<file path="src/rtl/rock_control.sv">
`default_nettype none
// +----------------------------------------------------------------------------+
// | Module   : rock_control                                                     |
// | Purpose  : Closed-loop cradle rocking controller. Walks a fixed table of     |
// |            (speed, amplitude) modes, keeps a mode while it lowers stress     |
// |            often enough per evaluation window, and ramps the speed setpoint  |
// |            one step per RAMP_CYCLES clocks.                                  |
// | Options  : ROCK_MODE_MEMORY_EN - restart from the last successful mode.      |
// | Revision : 1.0 - initial release                                             |
// +----------------------------------------------------------------------------+
module rock_control #(
  parameter int EVAL_CYCLES = 1024,
  parameter int MIN_EVENTS  = 4,
  parameter int RAMP_CYCLES = 16
) (
  input  logic       clk,
  input  logic       r,
  input  logic       aan,
  input  logic       stressLaag,
  output logic [2:0] snelheid,
  output logic [1:0] amplitude,
  output logic [1:0] modus,
  output logic       actief,
  output logic       kalm
);

  localparam int WIN_W = (EVAL_CYCLES > 1) ? $clog2(EVAL_CYCLES) : 1;
  localparam int RMP_W = (RAMP_CYCLES > 1) ? $clog2(RAMP_CYCLES) : 1;

  localparam logic [WIN_W-1:0] C_WIN_LAST = WIN_W'(EVAL_CYCLES - 1);
  localparam logic [RMP_W-1:0] C_RMP_LAST = RMP_W'(RAMP_CYCLES - 1);
  localparam logic [7:0]       C_EVT_MIN  = 8'(MIN_EVENTS);

  typedef enum logic [1:0] {
    ST_UIT  = 2'd0,
    ST_RAMP = 2'd1,
    ST_EVAL = 2'd2,
    ST_STOP = 2'd3
  } state_t;

  // Mode table: speed target per mode.
  function automatic logic [2:0] speed_of(input logic [1:0] m);
    case (m)
      2'd0:    speed_of = 3'd2;
      2'd1:    speed_of = 3'd3;
      2'd2:    speed_of = 3'd5;
      default: speed_of = 3'd6;
    endcase
  endfunction

  // Mode table: amplitude per mode.
  function automatic logic [1:0] amp_of(input logic [1:0] m);
    case (m)
      2'd0:    amp_of = 2'd1;
      2'd1:    amp_of = 2'd2;
      2'd2:    amp_of = 2'd2;
      default: amp_of = 2'd3;
    endcase
  endfunction

  state_t           state_q, state_d;
  logic [2:0]       snelheid_q, snelheid_d;
  logic [1:0]       amplitude_q, amplitude_d;
  logic [1:0]       modus_q, modus_d;
  logic             actief_q, actief_d;
  logic             kalm_q, kalm_d;
  logic [RMP_W-1:0] ramp_cnt_q, ramp_cnt_d;
  logic [WIN_W-1:0] win_cnt_q, win_cnt_d;
  logic [7:0]       evt_cnt_q, evt_cnt_d;

  logic [2:0]       w_target;
  logic [7:0]       w_evt_next;
  logic [1:0]       w_next_mode;
  logic [1:0]       w_start_mode;

`ifdef ROCK_MODE_MEMORY_EN
  logic [1:0]       mem_q, mem_d;
  assign w_start_mode = mem_q;
`else
  assign w_start_mode = 2'd0;
`endif

  // STOP always ramps toward zero; otherwise follow the current mode.
  assign w_target    = (state_q == ST_STOP) ? 3'd0 : speed_of(modus_q);
  // Saturating event count including this cycle's event.
  assign w_evt_next  = (evt_cnt_q == 8'hFF) ? 8'hFF : evt_cnt_q + {7'd0, stressLaag};
  assign w_next_mode = modus_q + 2'd1;

  // Next-state and setpoint logic.
  always_comb begin
    state_d     = state_q;
    snelheid_d  = snelheid_q;
    amplitude_d = amplitude_q;
    modus_d     = modus_q;
    kalm_d      = 1'b0;
    ramp_cnt_d  = ramp_cnt_q;
    win_cnt_d   = win_cnt_q;
    evt_cnt_d   = evt_cnt_q;
`ifdef ROCK_MODE_MEMORY_EN
    mem_d       = mem_q;
`endif

    case (state_q)
      ST_UIT: begin
        if (aan) begin
          modus_d     = w_start_mode;
          amplitude_d = amp_of(w_start_mode);
          ramp_cnt_d  = '0;
          state_d     = ST_RAMP;
        end
      end

      ST_RAMP, ST_STOP: begin
        if ((state_q == ST_RAMP) && !aan) begin
          ramp_cnt_d = '0;
          state_d    = ST_STOP;
        end else if (snelheid_q == w_target) begin
          if (state_q == ST_STOP) begin
            amplitude_d = 2'd0;
            state_d     = ST_UIT;
          end else begin
            win_cnt_d = '0;
            evt_cnt_d = 8'd0;
            state_d   = ST_EVAL;
          end
        end else if (ramp_cnt_q == C_RMP_LAST) begin
          ramp_cnt_d = '0;
          snelheid_d = (snelheid_q < w_target) ? snelheid_q + 3'd1 : snelheid_q - 3'd1;
        end else begin
          ramp_cnt_d = ramp_cnt_q + RMP_W'(1);
        end
      end

      default: begin // ST_EVAL
        if (!aan) begin
          // Disable wins over a coinciding window end.
          ramp_cnt_d = '0;
          state_d    = ST_STOP;
        end else if (win_cnt_q == C_WIN_LAST) begin
          win_cnt_d = '0;
          evt_cnt_d = 8'd0;
          if (w_evt_next >= C_EVT_MIN) begin
            kalm_d = 1'b1;
`ifdef ROCK_MODE_MEMORY_EN
            mem_d  = modus_q;
`endif
          end else begin
            modus_d     = w_next_mode;
            amplitude_d = amp_of(w_next_mode);
            ramp_cnt_d  = '0;
            state_d     = ST_RAMP;
          end
        end else begin
          win_cnt_d = win_cnt_q + WIN_W'(1);
          evt_cnt_d = w_evt_next;
        end
      end
    endcase

    actief_d = (state_d != ST_UIT);
  end

  // State and output registers with synchronous reset.
  always_ff @(posedge clk) begin
    if (r) begin
      state_q     <= ST_UIT;
      snelheid_q  <= 3'd0;
      amplitude_q <= 2'd0;
      modus_q     <= 2'd0;
      actief_q    <= 1'b0;
      kalm_q      <= 1'b0;
      ramp_cnt_q  <= '0;
      win_cnt_q   <= '0;
      evt_cnt_q   <= 8'd0;
`ifdef ROCK_MODE_MEMORY_EN
      mem_q       <= 2'd0;
`endif
    end else begin
      state_q     <= state_d;
      snelheid_q  <= snelheid_d;
      amplitude_q <= amplitude_d;
      modus_q     <= modus_d;
      actief_q    <= actief_d;
      kalm_q      <= kalm_d;
      ramp_cnt_q  <= ramp_cnt_d;
      win_cnt_q   <= win_cnt_d;
      evt_cnt_q   <= evt_cnt_d;
`ifdef ROCK_MODE_MEMORY_EN
      mem_q       <= mem_d;
`endif
    end
  end

  assign snelheid  = snelheid_q;
  assign amplitude = amplitude_q;
  assign modus     = modus_q;
  assign actief    = actief_q;
  assign kalm      = kalm_q;

endmodule
`default_nettype wire

</file>
<file path="config.mk">
export PLATFORM = sky130hd
export DESIGN_NAME = rock_control
export DESIGN_NICKNAME = d
export VERILOG_FILES = /design/src/rtl/rock_control.sv
export SDC_FILE = /design/constraint.sdc
export NUM_CORES = 1
export LEC_CHECK = 0
export ABC_AREA = 1
export CORE_ASPECT_RATIO = 1.4
export CORE_MARGIN = 3
export CORE_UTILIZATION = 40
export CTS_CLUSTER_DIAMETER = 200
export CTS_CLUSTER_SIZE = 8
export DETAILED_ROUTE_END_ITERATION = 8
export PLACE_DENSITY = 0.68
export SYNTH_ARGS = -nofsm -noshare
export SYNTH_HDL_FRONTEND = slang
export SYNTH_SLANG_ARGS = --single-unit
</file>
<file path="constraint.sdc">
create_clock -name clk -period 2.26 [get_ports clk]
set_input_delay 0.452 -clock clk [delete_from_list [all_inputs] [get_ports clk]]
set_output_delay 0.452 -clock clk [all_outputs]
set_load 0.02 [all_outputs]
</file>
After elaboration in Yosys (flattened, before gate mapping)
Index checks and enable logic that the tools add are counted.
W data, S select, Z words.
Word-level totals
  bits in registers: 33
  bits in writable memories: 0
  word-level logic and storage cells: 107
  latch bits: 0
  memories kept: 0
  input bits: 4
  output and inout bits: 9
  ROM bits: 0
Operators by class
  reductions and logical operators: 17
  multipliers: 0
  magnitude comparators: 2
  add/subtract/negate cells: 6
  bitwise logic cells: 6
  divide/modulo/power cells: 0
  shift-type cells: 0
  eq/ne operators: 20
  muxes and demuxes: 47
Operators by type and width (number)
  $mux W10: 5
  $mux W8: 6
  $mux W2: 18
  $mux W4: 7
  $pmux W10 S2: 1
  $pmux W2 S2: 4
  $pmux W8 S2: 1
  $reduce_and A4 Y1: 3
  $add A10 B1 Y10 const B: 1
  $eq A10 B10 Y1 const B: 1
  $ne A2 B2 Y1 const B: 5
  $pmux W3 S3: 1
  $add A8 B1 Y8: 1
  $eq A8 B8 Y1 const B: 1
  $ge A8 B3 Y1 const B: 1
  $pmux W4 S2: 1
  $reduce_and A7 Y1: 1
  $eq A2 B1 Y1 const B: 3
  $eq A2 B2 Y1 const B: 3
  $logic_not A2 Y1: 3
  $mux W3: 2
  $not A1 Y1: 6
  $reduce_bool A2 Y1: 3
  $reduce_or A6 Y1: 1
  other kinds (18): 19

Depth between registers and ports, before layout
  depth after elaboration: 8
  depth in mapped cells: 15
  gate-level depth less buffers: 15

Least setup slack after synthesis
OpenSTA, ideal clock, no wires.
  kind: flip-flop to flip-flop
  start: register modus_q[0] (netlist: modus[0])
  end: register win_cnt_q[1]
  stages on the path, launching flop included: 13
  path slack: -183 ps
  arrival: 2315 ps
  clock period less this slack: 2443 ps
  data required time: 2132 ps
  path buffers: 1
  setup time: 128 ps
  cell sequence: dfxtp_1 inv_1 ha_1 or2_2 ha_1 nand3_1 inv_1 nand2_2 a21boi_4 inv_4 buf_6 a22oi_1 nor2_1
Between the ends
  word-level cells in the longest chain between the ends: 6
  elaborated cells on any way between the ends: 8
  those cells by class: eq/ne: 4; mux: 2; reduce/logical: 2
RTL lines
  start, declared: line 64  | logic [1:0] modus_q, modus_d;
  start signal, assigned: line 182  | modus_q <= modus_d;
  $eq A2 B2 Y1 (tied with other cells): line 43  | case (m)
  $pmux W3 S3 *: line 43
  $mux W3 *: line 84  | assign w_target = (state_q == ST_STOP) ? 3'd0 : speed_of(modus_q);
  $eq A3 B3 Y1 *: line 117  | end else if (snelheid_q == w_target) begin
  $ne A2 B2 Y1 (no line) *
  $reduce_and A5 Y1 (no line) *
  end signal, assigned: line 186  | win_cnt_q <= win_cnt_d;
  end, declared: line 68  | logic [WIN_W-1:0] win_cnt_q, win_cnt_d;
Mark *: on every way between the ends. The rest lies on a longest branch, timed or not.
A chain may end at the register's enable or synchronous reset.

Worst setup path in the final report
  start: register modus_q[0] (netlist: modus[0])
  end: register win_cnt_q[5]
The elaborated chain is that of the path after synthesis.

==> results_dict.tcl <==
set metrics [dict create \
    crit_top_cell "buf_4" \
    fin_crit_ps 2180 \
    top_level_ports 13 \
    grt_pass1_wl_mm 7.84 \
    drtIter0Drc 79 \
    place_inst 377 \
    crit_fanout 5 \
    yosys-top-cells-area "dfxtp_1 33%, nand2_1 11%, ha_1 8.7%, a21oi_1 6.2%, nor2_1 5.8%" \
    drive_gt1_share_pct 26.4 \
    die_x_um 66.1 \
    cts_made_buffers 5 \
    ir_worst_vdd_v 0.000563 \
    cp-end-kind "flip-flop" \
    skew_ps 3.69 \
    slew_viol_final 0 \
    synth.largest_area_cell "dfxtp_1" \
    htree_levels 2 \
    drv_cap 0 \
    cts_tree "built" \
    drc_errors 0 \
    cts_num_sinks 33 \
    num_antenna_cells 0 \
    synth_nets 301 \
    start_util_pct 41.4 \
    min-delay-path-class "reg -> reg" \
    clockBufferDepth 2 \
    nNetsFinal 351 \
    dp_hpwl_mm 3.46 \
    yosysTopAreaCellShare_pct 32.7 \
    tightestPinTransition_ps 395 \
    fmax_ghz 0.460 \
    finalCritPeriodShare_pct 96.3 \
    min_delay_worst_endpoint "snelheid[2]$_SDFFE_PP0P_" \
    layoutNonFillerInstCount 397 \
    core_mm2 0.00488 \
    setup_violations 0 \
    wl_mm 4.80 \
    ys_seq_area_share_pct 32.7 \
    hold_start "snelheid[2]$_SDFFE_PP0P_" \
    antenna_found_initial 0 \
    ys_seq_elements 33 \
    grt_max_degree 15 \
    syn2layout_area_growth_pct 33.8 \
    rr_worst_depth 12 \
    clkTransAtPathRegs_ps 70 \
    ff2ff_setup_slack_ps 80 \
    vias_per_cell 4.98 \
    route.vias.total 1979 \
    slowest_delay_ps 360 \
    worstSkewPairLatency_ps 290 \
    root_buffer "clkbuf_8" \
    crit_family "simple AND/OR/NAND/NOR gates" \
    overflow 0 \
    critical_path_class "reg -> reg" \
    max_slew_margin_pct 73.4 \
    gp_congestion 0.911 \
    fp.dieArea_mm2 0.00595 \
    timing.rr.end "win_cnt_q[5]$_SDFFE_PP0P_" \
    ys_types 39 \
    wl_per_cell_um 12.1 \
    cpMaxStageDelayCell "dfxtp_4" \
    powerDensity_mw_per_mm2 914 \
    critical_path.startpoint_type "flip-flop" \
    hold_viol 0 \
    path_cells "inv_2 -> ha_2 -> or2_4 -> ha_4 -> nand3_4 -> inv_4 -> nand2_4 -> a21boi_4 -> buf_4 -> buf_4 -> nand3_1 -> a221oi_2" \
    yosysWarnings 0 \
    ant_nets 0 \
    avgSynthCellArea_um2 7.16 \
    utilization_pct 55.4 \
    rows 30 \
    port_buffers 12 \
    track_usage_pct 16.6 \
    first_pass_iters 4 \
    die_y_um 90.1 \
    worst-endpoint-required_ps 2470 \
    grt_pass1_vias 1860 \
    syn-cell-area_mm2 0.00202 \
    leakage_nw 1.17 \
    rsz0062_at_grt "true" \
    synth_cells 282 \
    hold_depth 2 \
    status "complete, no violations" \
    cp.arrival_ps 2380 \
    critical_path_buf_inv_count 4 \
    worstReg2RegStart "modus[0]$_SDFFE_PP0P_" \
]
-- placed cells by master (no fill, tap or decap), drive strengths merged, types with 3 or more instances in the layout --
cell type      instances
nand2                 65
inv                   30
clkdlybuf4s50         11
or2                    3
clkbuf                 8
o21ai                 19
nor3                   7
xnor2                  3
nand4                  3
a21oi                 25
nand3                 23
nor2                  37
dfxtp                 33
ha                    14
buf                   32
-- how the worst max path moves through the flow --
stage | startpoint | to | slack [ps] | depth (start not counted)
floorplan | modus[0]$_SDFFE_PP0P_ | snelheid[2]$_SDFFE_PP0P_ | 0.8 | 11
global placement | stressLaag | actief$_SDFF_PP0_ | -280 | 14
detailed placement | stressLaag | actief$_SDFF_PP0_ | -320 | 14
CTS | modus[0]$_SDFFE_PP0P_ | snelheid[2]$_SDFFE_PP0P_ | 5 | 11
global route | modus[0]$_SDFFE_PP0P_ | evt_cnt_q[4]$_SDFFE_PP0P_ | -10 | 13
finish | modus[0]$_SDFFE_PP0P_ | win_cnt_q[5]$_SDFFE_PP0P_ | 80 | 12
-- power by group --
group | internal (mW) | total (mW) | switching (mW) | leakage [nW]
logic | 0.535 | 1.24 | 0.705 | 0.846
registers | 0.674 | 0.743 | 0.0694 | 0.269
clock network | 0.275 | 0.486 | 0.211 | 0.0542
-- worst reg2reg max path, cell delays in order, from the launching register on --
cell      delay (ps)
dfxtp_4          360
inv_2             40
ha_2             170
or2_4            230
ha_4             280
nand3_4           90
inv_4             80
nand2_4           60
a21boi_4         170
buf_4            150
buf_4            130
nand3_1          100
a221oi_2         220
-- synth_stat cells (all sizes together) --
cell type	n
fa	1
nor4	1
o21ai	18
xnor2	3
nor3	7
nand3b	2
o21bai	1
inv	31
dfxtp	33
nand3	23
a21o	1
a31oi	1
a41oi	1
nor3b	1
a211oi	2
nand4	3
clkbuf	2
buf	2
xor2	2
a21oi	25
a22oi	2
a221oi	1
or2	3
nor2	36
nand2	65
ha	14
a21boi	1
-- final cells by class --
type,instances,area [µm²]
Tap cell,64,80.1
Multi-Input combinational cell,216,1350
Timing Repair Buffer,45,380
Clock inverter,1,5.00
Fill cell,460,2180
Inverter,31,124
Clock buffer,7,96.3
Sequential cell,33,666
-- flip-flops by register name (all words and copies together), names as in the netlist, 2 cells and up --
name,count
amplitude,2
evt_cnt_q,8
modus,2
ramp_cnt_q,4
snelheid,3
state_q,2
win_cnt_q,10
-- cell families (layout without fill, tap and decap cells) --
group           after synthesis  in the layout  synth area share, %
compound gates               53             54                 15.6
simple gates                141            142                 32.8
flops                        33             33                 32.7
buf+inv                      35             84                 7.06
fa+ha+maj                    15             15                 9.67
xor+xnor                      5              5                 2.17
-- routing by layer --
metal / global-route usage (%) / routed length (µm)
met5: 0 / 0
met4: 6.61 / 117
met3: 2.75 / 121
met2: 31.0 / 2630
met1: 17.7 / 1930
-- through the flow --
step | hold slack, ps | total power [mW] | area, µm² | setup TNS, ps | setup slack [ps]
2_1_floorplan | 460 | 1.46 | 2030 | 0 | 0.796
4_1_cts | 497 | 2.31 | 2500 | 0 | 4.98
5_1_grt | 522 | 2.64 | 2700 | -74.1 | -14.1
6_report | 495 | 2.47 | 2700 | 0 | 84.3
3_5_place_dp | 485 | 1.81 | 2380 | -3030 | -323
3_3_place_gp | 476 | 1.79 | 2380 | -2480 | -276
-- repair_timing --
item | in CTS | in global routing
setup buffers | 0 | 10
resized for setup | 3 | 29
pin swaps | 1 | 16
hold buffers | 0 | 0
setup endpoints to repair | 5 | 29
endpoints found under the hold margin | 0 | 0
cloned | 1 | 1
No activity file was read; power rests on OpenSTA's default activity.
